$ cat src/rtl/definitions_pkg.sv
// Shared sizing constants for the compute array and the result-data reader state type.
package definitions_pkg;

  localparam int COMPUTING_GROUP_SIZE       = 4;
  localparam int FEATURE_BIT_SIZE           = 8;
  localparam int COMPUTING_UNIT_OUTPUT_SIZE = 4;

  typedef enum logic [1:0] {
    RD_IDLE,
    RD_RUN,
    RD_DONE
  } resrd_state_t;

endpackage

$ cat src/rtl/resdata_skid_buf.sv
// Two-entry circular buffer between the FIFO read port and the output stream.
// The head word is presented combinationally so a filled entry is visible without a bubble.
module resdata_skid_buf #(
  parameter int DATA_WIDTH = 32
) (
  input  logic                  clk,
  input  logic                  rst,
  input  logic                  push,
  input  logic [DATA_WIDTH-1:0] push_data,
  input  logic                  pop,
  output logic [1:0]            occ,
  output logic [DATA_WIDTH-1:0] head
);

  logic       wr_ptr_reg;
  logic       rd_ptr_reg;
  logic [1:0] occ_reg;
  logic [1:0] occ_next;

  genvar gi;
  generate
    for (gi = 0; gi < 2; gi++) begin : g_entry
      logic [DATA_WIDTH-1:0] data_reg;
      always_ff @(posedge clk or negedge rst) begin
        if (!rst) begin
          data_reg <= '0;
        end else if (push && (wr_ptr_reg == 1'(gi))) begin
          data_reg <= push_data;
        end
      end
    end
  endgenerate

  // Push and pop in the same cycle leave occupancy unchanged while both pointers move.
  always_comb begin
    occ_next = occ_reg;
    if (push && !pop) begin
      occ_next = occ_reg + 2'd1;
    end else if (pop && !push) begin
      occ_next = occ_reg - 2'd1;
    end
  end

  always_ff @(posedge clk or negedge rst) begin
    if (!rst) begin
      wr_ptr_reg <= 1'b0;
      rd_ptr_reg <= 1'b0;
      occ_reg    <= 2'd0;
    end else begin
      if (push) wr_ptr_reg <= ~wr_ptr_reg;
      if (pop)  rd_ptr_reg <= ~rd_ptr_reg;
      occ_reg <= occ_next;
    end
  end

  assign occ  = occ_reg;
  assign head = rd_ptr_reg ? g_entry[1].data_reg : g_entry[0].data_reg;

endmodule

$ cat src/rtl/resdata_reader.sv
// Drains exactly job_len words from the result FIFO into a valid/ready stream with last on the
// final word; FIFO reads are credit-limited so the two-entry skid buffer can never overflow.
module resdata_reader
  import definitions_pkg::*;
#(
  parameter int DATA_WIDTH = COMPUTING_GROUP_SIZE * FEATURE_BIT_SIZE,
  parameter int MEM_DEPTH  = 48 * COMPUTING_UNIT_OUTPUT_SIZE,
  parameter int LEN_WIDTH  = $clog2(MEM_DEPTH) + 1
) (
  input  logic                  clk,
  input  logic                  rst,
  input  logic                  start,
  input  logic [LEN_WIDTH-1:0]  job_len,
  output logic                  busy,
  output logic                  done,
  input  logic                  fifo_empty,
  output logic                  fifo_rd_en,
  input  logic [DATA_WIDTH-1:0] fifo_dout,
  output logic                  m_valid,
  input  logic                  m_ready,
  output logic [DATA_WIDTH-1:0] m_data,
  output logic                  m_last
);

  resrd_state_t          state_reg;
  resrd_state_t          state_next;
  logic [LEN_WIDTH-1:0]  len_reg;
  logic [LEN_WIDTH-1:0]  issue_cnt_reg;
  logic [LEN_WIDTH-1:0]  out_cnt_reg;
  logic                  inflight_reg;
  logic [1:0]            skid_occ;
  logic [DATA_WIDTH-1:0] skid_head;
  logic                  handshake;
  logic                  credit_ok;

  // A read in flight has already claimed a skid slot, so it counts against the credit.
  assign credit_ok  = ({1'b0, skid_occ} + {2'b00, inflight_reg}) < 3'd2;
  assign fifo_rd_en = (state_reg == RD_RUN) && !fifo_empty &&
                      (issue_cnt_reg < len_reg) && credit_ok;

  assign m_valid   = (skid_occ != 2'd0);
  assign m_data    = skid_head;
  assign handshake = m_valid && m_ready;
  assign m_last    = m_valid && (out_cnt_reg == (len_reg - LEN_WIDTH'(1)));

  assign busy = (state_reg == RD_RUN);
  assign done = (state_reg == RD_DONE);

  always_comb begin
    state_next = state_reg;
    case (state_reg)
      RD_IDLE: begin
        if (start) begin
          state_next = (job_len == '0) ? RD_DONE : RD_RUN;
        end
      end
      RD_RUN: begin
        if ((out_cnt_reg == len_reg) && (skid_occ == 2'd0)) begin
          state_next = RD_DONE;
        end
      end
      RD_DONE: state_next = RD_IDLE;
      default: state_next = RD_IDLE;
    endcase
  end

  always_ff @(posedge clk or negedge rst) begin
    if (!rst) begin
      state_reg     <= RD_IDLE;
      len_reg       <= '0;
      issue_cnt_reg <= '0;
      out_cnt_reg   <= '0;
      inflight_reg  <= 1'b0;
    end else begin
      state_reg    <= state_next;
      inflight_reg <= fifo_rd_en;
      if ((state_reg == RD_IDLE) && start) begin
        len_reg       <= job_len;
        issue_cnt_reg <= '0;
        out_cnt_reg   <= '0;
      end else begin
        if (fifo_rd_en) issue_cnt_reg <= issue_cnt_reg + LEN_WIDTH'(1);
        if (handshake)  out_cnt_reg   <= out_cnt_reg + LEN_WIDTH'(1);
      end
    end
  end

  resdata_skid_buf #(
    .DATA_WIDTH(DATA_WIDTH)
  ) u_skid (
    .clk       (clk),
    .rst       (rst),
    .push      (inflight_reg),
    .push_data (fifo_dout),
    .pop       (handshake),
    .occ       (skid_occ),
    .head      (skid_head)
  );

endmodule

$ cat config.mk
export PLATFORM = sky130hd
export DESIGN_NAME = resdata_reader
export DESIGN_NICKNAME = d
export VERILOG_FILES = /design/src/rtl/definitions_pkg.sv /design/src/rtl/resdata_skid_buf.sv /design/src/rtl/resdata_reader.sv
export SDC_FILE = /design/constraint.sdc
export NUM_CORES = 1
export LEC_CHECK = 0
export BUFFER_PORTS_ARGS = -buffer_cell sky130_fd_sc_hd__buf_4
export CAP_MARGIN = 25
export CORE_ASPECT_RATIO = 0.9
export CORE_MARGIN = 3
export CORE_UTILIZATION = 40
export CTS_BUF_LIST = sky130_fd_sc_hd__clkbuf_8
export CTS_CLUSTER_DIAMETER = 80
export DETAILED_ROUTE_END_ITERATION = 16
export PLACE_DENSITY = 0.63
export SETUP_SLACK_MARGIN = 0.1
export SYNTH_ARGS = -nofsm -noshare
export SYNTH_HDL_FRONTEND = slang
export SYNTH_SLANG_ARGS = --single-unit
$ cat constraint.sdc
create_clock -name clk -period 2.82 [get_ports clk]
set_clock_uncertainty 0.1 [all_clocks]
set_input_delay 0.423 -clock clk [delete_from_list [all_inputs] [get_ports clk]]
set_output_delay 0.423 -clock clk [all_outputs]
set_load 0.005 [all_outputs]
# Yosys cells after proc, flatten, opt, wreduce, memory -nomap -nowiden
# Cells that the tools add are included.
# op_classes
mux	11
eq_ne	6
order_cmp	2
addsub	6
n_reduce_logical	22
bitwise_logic	2
# ops
operator	n
$mux W9	4
$mux W32	1
$add A9 B1 Y9 const B	2
$eq A9 B9 Y1	2
$logic_and A1 B1 Y1	11
$mux W2	5
$logic_not A9 Y1	1
$lt A9 B9 Y1	1
$sub A9 B1 Y9 const B	1
$reduce_bool A2 Y1	4
$logic_not A2 Y1	2
$pmux W2 S2	1
$add A2 B1 Y3	1
$logic_not A1 Y1	3
$lt A3 B2 Y1 const B	1
$add A2 B1 Y2 const B	1
$eq A2 B1 Y1 const B	1
$eq A2 B2 Y1 const B	1
$ne A2 B1 Y1 const B	1
$ne A2 B2 Y1 const B	1
$not A1 Y1	2
$reduce_and A2 Y1	1
$sub A2 B1 Y2 const B	1
# totals
regBits	98
out_inout_bits	37
in_bits	46

# Longest topological paths before layout
# Gate-level depths: netlist (run 1).
# logic_depth
ltp_word	6
ltp_mapped	8
depth_no_buf	7

# Modules after synthesis
# From an unflattened synthesis (run 1), not the netlist that was laid out.
# unflattened
hier_cells	398
hier_area_um2	4868.4
# by_module_without_submodules
mod	seq_area_each_um2	instances	cells_per_inst	area_per_inst_um2
resdata_skid_buf	1701.6	1	185	2970.3
resdata_reader	750.7	1	213	1898.1

# Least setup slack after synthesis (run 1)
# OpenSTA, ideal clock, no wires.
# synth_timing
path_type	register -> output
startpoint	register len_reg[8]
endpoint	output fifo_rd_en
slack_ns	0.606
t_arrival_ns	1.691
stages_incl_launch_ff	8
path_buffers	1
required_time_ns	2.297
cell_sequence	dfrtp_1 -> inv_1 -> ha_1 -> and4_1 -> nand3_1 -> a211oi_1 -> buf_2 -> nor2_1
# synth_between
elab_chain_len	3
# synth_rtl
element	line	source
from (decl)	resdata_reader.sv:27	logic [LEN_WIDTH-1:0] len_reg;
from (signal assigned)	resdata_reader.sv:78	len_reg <= job_len;
$lt A9 B9 Y1	resdata_reader.sv:39	(issue_cnt_reg < len_reg) && credit_ok;
$logic_and A1 B1 Y1	resdata_reader.sv:38	assign fifo_rd_en = (state_reg == RD_RUN) && !fifo_empty &&
$logic_and A1 B1 Y1	resdata_reader.sv:39	
to (decl)	resdata_reader.sv:17	output logic fifo_rd_en,
# Every way passes these cells.

# Worst setup path after layout (run 1)
# layout_timing
startpoint	register len_reg[1]
endpoint	output m_last
# layout_between
elab_chain_len	3
# layout_rtl
element	line	source
$sub A9 B1 Y9	resdata_reader.sv:44	assign m_last = m_valid && (out_cnt_reg == (len_reg - LEN_WIDTH'(1)));
$eq A9 B9 Y1	resdata_reader.sv:44	
$logic_and A1 B1 Y1	resdata_reader.sv:44	
to (decl)	resdata_reader.sv:22	output logic m_last
# Every way passes these cells.

==> results of run 1 <==
[critical path, stage by stage (launching register included)]
cell      delay, ns
dfrtp_1        0.43
inv_1          0.12
ha_2           0.22
nand2b_4       0.10
nor4_1         0.25
xor2_1         0.12
nor3_1         0.15
o2111a_1       0.20
buf_4          0.10
[metrics by stage]
step                      instance area [µm²]  worst slack [ns]
final                                    6020             0.244
after global placement                   5660             0.481
after CTS                                5940             0.101
after floorplan                          4840             0.606
after detailed placement                 5660             0.413
after global routing                     6020            0.0678
[cell type report]
type | count | area, µm² | area share
clock buffer | 11 | 151 | 0.0252
clock inverter | 5 | 108 | 0.0179
inverter | 14 | 52.6 | 0.00873
multi-input combinational | 268 | 2300 | 0.383
sequential | 98 | 2450 | 0.408
tap | 156 | 195 | 0.0324
timing repair buffer | 97 | 753 | 0.125
[repair_timing]
| item | in CTS | in global routing |
|---|---|---|
| setup buffers | 1 | 5 |
| setup endpoints to repair | 1 | 2 |
| hold endpoints to repair | 0 | 0 |
| resized for setup | 2 | 11 |
| pin swaps | 1 | 1 |
[power by group]
group,internal (µW),switching (µW)
logic,1820,1250
clock network,643,481
registers,2050,510
[cells in the mapped netlist (all sizes together) (2+ instances only)]
master   n
dfrtp   98
mux2i    4
and3     2
buf      9
nand2   20
clkbuf  13
or4      9
a31oi    2
xnor2    7
ha      12
nand3    8
a21o     2
nand4    7
a21oi   12
mux2    96
inv     14
and4     2
nor3     5
xor2    19
o21ai   14
nor4     3
nand2b   4
o31ai    7
nor2    16
or3      3
[final timing paths]
kind / end / startpoint
max: m_last / len_reg[1]
min: issue_cnt_reg[5] / rst
max reg2reg: issue_cnt_reg[4] / len_reg[5]
min reg2reg: u_skid.g_entry[0].data_reg[28] / u_skid.g_entry[0].data_reg[28]
max in group asynchronous: len_reg[3] / rst
min in group clk: len_reg[2] / job_len[2]
[logic make-up (layout without fill, tap and decap cells)]
family | count (synthesis) | in the layout | share of synthesized area
flip-flops | 98 | 98 | 0.506
multiplexers | 100 | 100 | 0.232
buffers and inverters | 36 | 127 | 0.0300
AND/OR/NAND/NOR | 84 | 84 | 0.0925
AO/OA/AOI/OAI | 46 | 46 | 0.0615
XOR/XNOR | 26 | 26 | 0.0470
adder cells (fa/ha/maj) | 12 | 12 | 0.0310
[per-layer routing]
metal / track usage / up-vias
met5: 0 / -
met4: 0.0472 / 0
met3: 0.0383 / 12
met2: 0.274 / 65
met1: 0.213 / 1713
li1: - / 1609
==> impl_results.md, run 1 <==
- Cell taking the most area after synthesis: dfrtp_1
- Worst hold slack: 0.00347 ns
- Leak: 0.00267 µW
- Fin util: 0.518
- Total number of vias: 3,399
- Pin count of the biggest net entering global routing: 56
- Antenna-violating nets left: 0
- Cells after Synth: 402
- Share of the synthesized area in the top cell type: 0.506
- Max-cap violations: 0
- R2R Setup Slk: 0.37 ns
- Top area cells in the synthesized netlist: dfrtp_1 (51%), mux2_2 (22%), xor2_1 (3.4%)
- Worst Path Class, Setup: flip-flop to output port
- Buffer type at the clock tree root: clkbuf_8
- Worst Path Required: 2.30 ns
- Worst setup EP type: output port
- First-pass GRT wire length: 17,400 µm
- WL final: 10,500 µm
- Final setup fails: 0
- Clk_lat worst skew: 0.36 ns
- RD Place Congestion: 0.859
- Worst-Margin Slew: 0.717 ns
- Max layer used: met4
- Die Wd: 122 µm
- Tmin final: 2.58 ns
- VDD IR-drop max: 500 µV
- Total gr overflow: 0
- H-tree levels: 3
- RSZ-0062 raised after global routing: true
- Top FF cell, synth: dfrtp_1
- Vias per cell: 5.24
- Synth Net Count: 460
- Peak Freq: 388 MHz
- Number of remaining DRC errors: 0
- Async SR Flop Fraction: 1.00
- Status: complete, no violations
- Leading cell type in the layout, fill and taps excluded: dfrtp_1
- Number of detailed-route iterations in the first pass: 4
- Core Area: 11,600 µm²
- Initial Utilization: 0.417
- Rel. slew slack: 0.522
- Worst Path Arrival: 2.05 ns
- Area grow syn2layout: 24.3%
- Initial drt markers: 206
- Tot Pwr: 6740 µW
- I/O pins: 83
- Max reg flops: 64
- Total CTS buffers: 9
- Post-CTS Hold Fix Bufs: 0
- FP Rows: 37
- Unique masters post-synth: 42
- Worst hold path class: input port to async pin
- CTS max path bufs: 2
- Total GRT Usage: 0.163
- M1 wire length: 4640 µm
- Sequential element share of the synthesized area: 0.506
- Vias in the first global route: 3,527
- Metal2 WL: 5290 µm
- Most frequent cells in the layout: dfrtp_1 (97), mux2_2 (96), buf_4 (95), nand2_1 (20), xor2_1 (19)
- Filler instances: 1,017
- Max-slew violations: 0
- TritonCTS clock tree: yes
- Share of layout cells above drive strength 1: 0.454
- Met3 wire len: 436 µm
- Crit-path max FO: 7
- Number of synthesized register bits: 98
- IO Port Bufs: 82
- Die area: 13,500 µm²
- Cell Area, Synth: 4840 µm²
- Final #Nets: 546
- Post-Place Cells: 627
- Worst setup SP type: flip-flop
- Die height: 110 µm
- Yosys warns: 0
- Endpoints failing hold: 0
- Antenna cells: 0
- Number of synthesized flops with an enable pin: 0
- R2r worst-path depth: 8
- Power per standard cell area: 1120 nW/µm²
- Reg clk slew, reported paths: 0.09 ns
- Tcrit/Tclk final: 0.914
- Synthesized area per cell: 12.0 µm²
- Setup TNS: 0 ns
- Initial antenna violation count: 0
- Wire per inst: 16.2 µm
- Finished Layout Cells: 649
- CTS sink cnt: 98
- DP HPWL: 7510 µm
No activity file was read; power rests on OpenSTA's default activity.
==> run 2, diff against run 1 <==
Clock period 2.82 ns to 2.9 ns, I/O delays scaled along.
==> run 2 against run 1 <==
Register-to-register slack improved by 0.02 ns; hold slack improved by 0.16 ns; clock power decreased by 13%; critical endpoint is now fifo_rd_en; largest cell class unchanged; largest power group unchanged.
==> impl_results.md, run 2 (same netlist as run 1, synthesis figures left out) <==
- Status: complete, no violations
- Antenna cells: 0 (unchanged)
- Max-cap violations: 0 (unchanged)
- Wire per inst: 16.2 µm (about the same)
- TritonCTS clock tree: yes
- Number of remaining DRC errors: 0 (unchanged)
- Worst Path Required: 2.37 ns (+0.07 ns)
- Worst-Margin Slew: 0.506 ns (-0.211 ns)
- Number of detailed-route iterations in the first pass: 4 (unchanged)
- Antenna-violating nets left: 0 (unchanged)
- Die Wd: 122 µm (unchanged)
- H-tree levels: 3 (unchanged)
- Crit-path max FO: 4 (-3)
- Max reg flops: 64 (unchanged)
- DP HPWL: 7430 µm (-1.0%)
- Clk_lat worst skew: 0.38 ns (+0.02 ns)
- Power per standard cell area: 1070 nW/µm² (-4.8%)
- Worst Path Arrival: 2.14 ns (+0.09 ns)
- Worst setup SP type: flip-flop
- IO Port Bufs: 82 (unchanged)
- Total number of vias: 3,351 (-1.4%)
- Total CTS buffers: 9 (unchanged)
- RSZ-0062 raised after global routing: true
- Setup TNS: 0 ns (unchanged)
- Share of layout cells above drive strength 1: 0.443 (-0.0113)
- Final setup fails: 0 (unchanged)
- Total GRT Usage: 0.162 (-0.000935)
- Leak: 0.00263 µW (-1.8%)
- FP Rows: 37 (unchanged)
- Initial drt markers: 175 (-15%)
- Leading cell type in the layout, fill and taps excluded: dfrtp_1
- Die area: 13,500 µm² (unchanged)
- VDD IR-drop max: 531 µV (+6.0%)
- Peak Freq: 374 MHz
- CTS sink cnt: 98 (unchanged)
- WL final: 10,500 µm (-0.15%)
- First-pass GRT wire length: 17,000 µm (-1.8%)
- Most frequent cells in the layout: dfrtp_1 (97), mux2_2 (96), buf_4 (94), nand2_1 (20), xor2_1 (19)
- Vias in the first global route: 3,486 (-1.2%)
- Buffer type at the clock tree root: clkbuf_8
- Worst setup EP type: output port
- Rel. slew slack: 0.663 (+0.141)
- Worst hold path class: input port to flip-flop
- Pin count of the biggest net entering global routing: 41 (-27%)
- Area of the multi-input gates: 2270 µm² (-1.2%)
- CTS max path bufs: 2 (unchanged)
- Die height: 110 µm (unchanged)
- Endpoints failing hold: 0 (unchanged)
- Core Area: 11,600 µm² (unchanged)
- Initial antenna violation count: 0 (unchanged)
- Worst hold slack: 0.167 ns (+0.164 ns)
- Reg clk slew, reported paths: 0.09 ns (about the same)
- Final #Nets: 545 (-0.18%)
- Tmin final: 2.68 ns
- Worst Path Class, Setup: flip-flop to output port
- I/O pins: 83 (unchanged)
- Vias per cell: 5.17 (-1.3%)
- Area grow syn2layout: 22.5%
- RD Place Congestion: 0.843 (-1.9%)
- Filler instances: 1,014 (-0.29%)
- Initial Utilization: 0.417 (unchanged)
- FF+latch area: 2450 µm² (unchanged)
- Max-slew violations: 0 (unchanged)
- Total gr overflow: 0 (unchanged)
- Tcrit/Tclk final: 0.923
[run 2: per-layer routing]
layer,wire length (µm),share of wire,GRT usage
met5,0,0,0
met4,147,0.014,0.0496
met3,538,0.051,0.0556
met2,5120,0.49,0.264
met1,4680,0.45,0.206
[run 2: cell type report]
class                           instances  share of cell area
Sequential cell                        98               0.414
Multi-Input combinational cell        268               0.384
Timing Repair Buffer                   96               0.124
Tap cell                              156              0.0329
Clock buffer                            9              0.0209
Clock inverter                          7              0.0158
Inverter                               14             0.00886
[run 2: worst paths after layout]
check                                               start                              to  slack (ns)  depth (start not counted)
setup / recovery                               len_reg[5]                      fifo_rd_en        0.22                          7
max in group asynchronous                             rst   u_skid.g_entry[0].data_reg[0]        1.41                          3
setup reg to reg                               len_reg[5]                issue_cnt_reg[7]        0.39                          8
hold reg to reg            u_skid.g_entry[1].data_reg[19]  u_skid.g_entry[1].data_reg[19]        0.41                          1
hold / removal                                 job_len[1]                      len_reg[1]        0.17                          3
min in group asynchronous                             rst  u_skid.g_entry[0].data_reg[23]        0.50                          2
[run 2: metrics by stage]
step                      cells  utilization  instance area (µm²)  total power, µW  worst slack, ns
final                       648        0.510                 5930             6330            0.224
after global routing        648        0.510                 5930             6820           0.0568
after CTS                   645        0.507                 5890             6360            0.113
after detailed placement    628        0.486                 5650             5350            0.452
after global placement      628        0.486                 5650             5250            0.566
after floorplan             402            -                 4840             4230            0.674
[run 2: worst max-delay path: stages, from the launching register on]
cell       delay [ns]
dfrtp_1          0.41
inv_1            0.07
ha_1             0.33
a21o_1           0.19
a21oi_1          0.25
o2111ai_4        0.20
nor2_2           0.18
buf_4            0.13
[run 2: timing repair]
item	CTS	global route
pin swaps	0	1
gates cloned	0	0
resized for setup	2	4
endpoints found under the setup margin	1	2
endpoints found under the hold margin	37	0
setup buffers	0	3
hold buffers	1	0
[run 2: report_power, final]
part	switching (µW)	internal (µW)	total, µW
clock	486	484	969
combinational	1170	1710	2880
sequential	486	1990	2480
total	2140	4190	6330
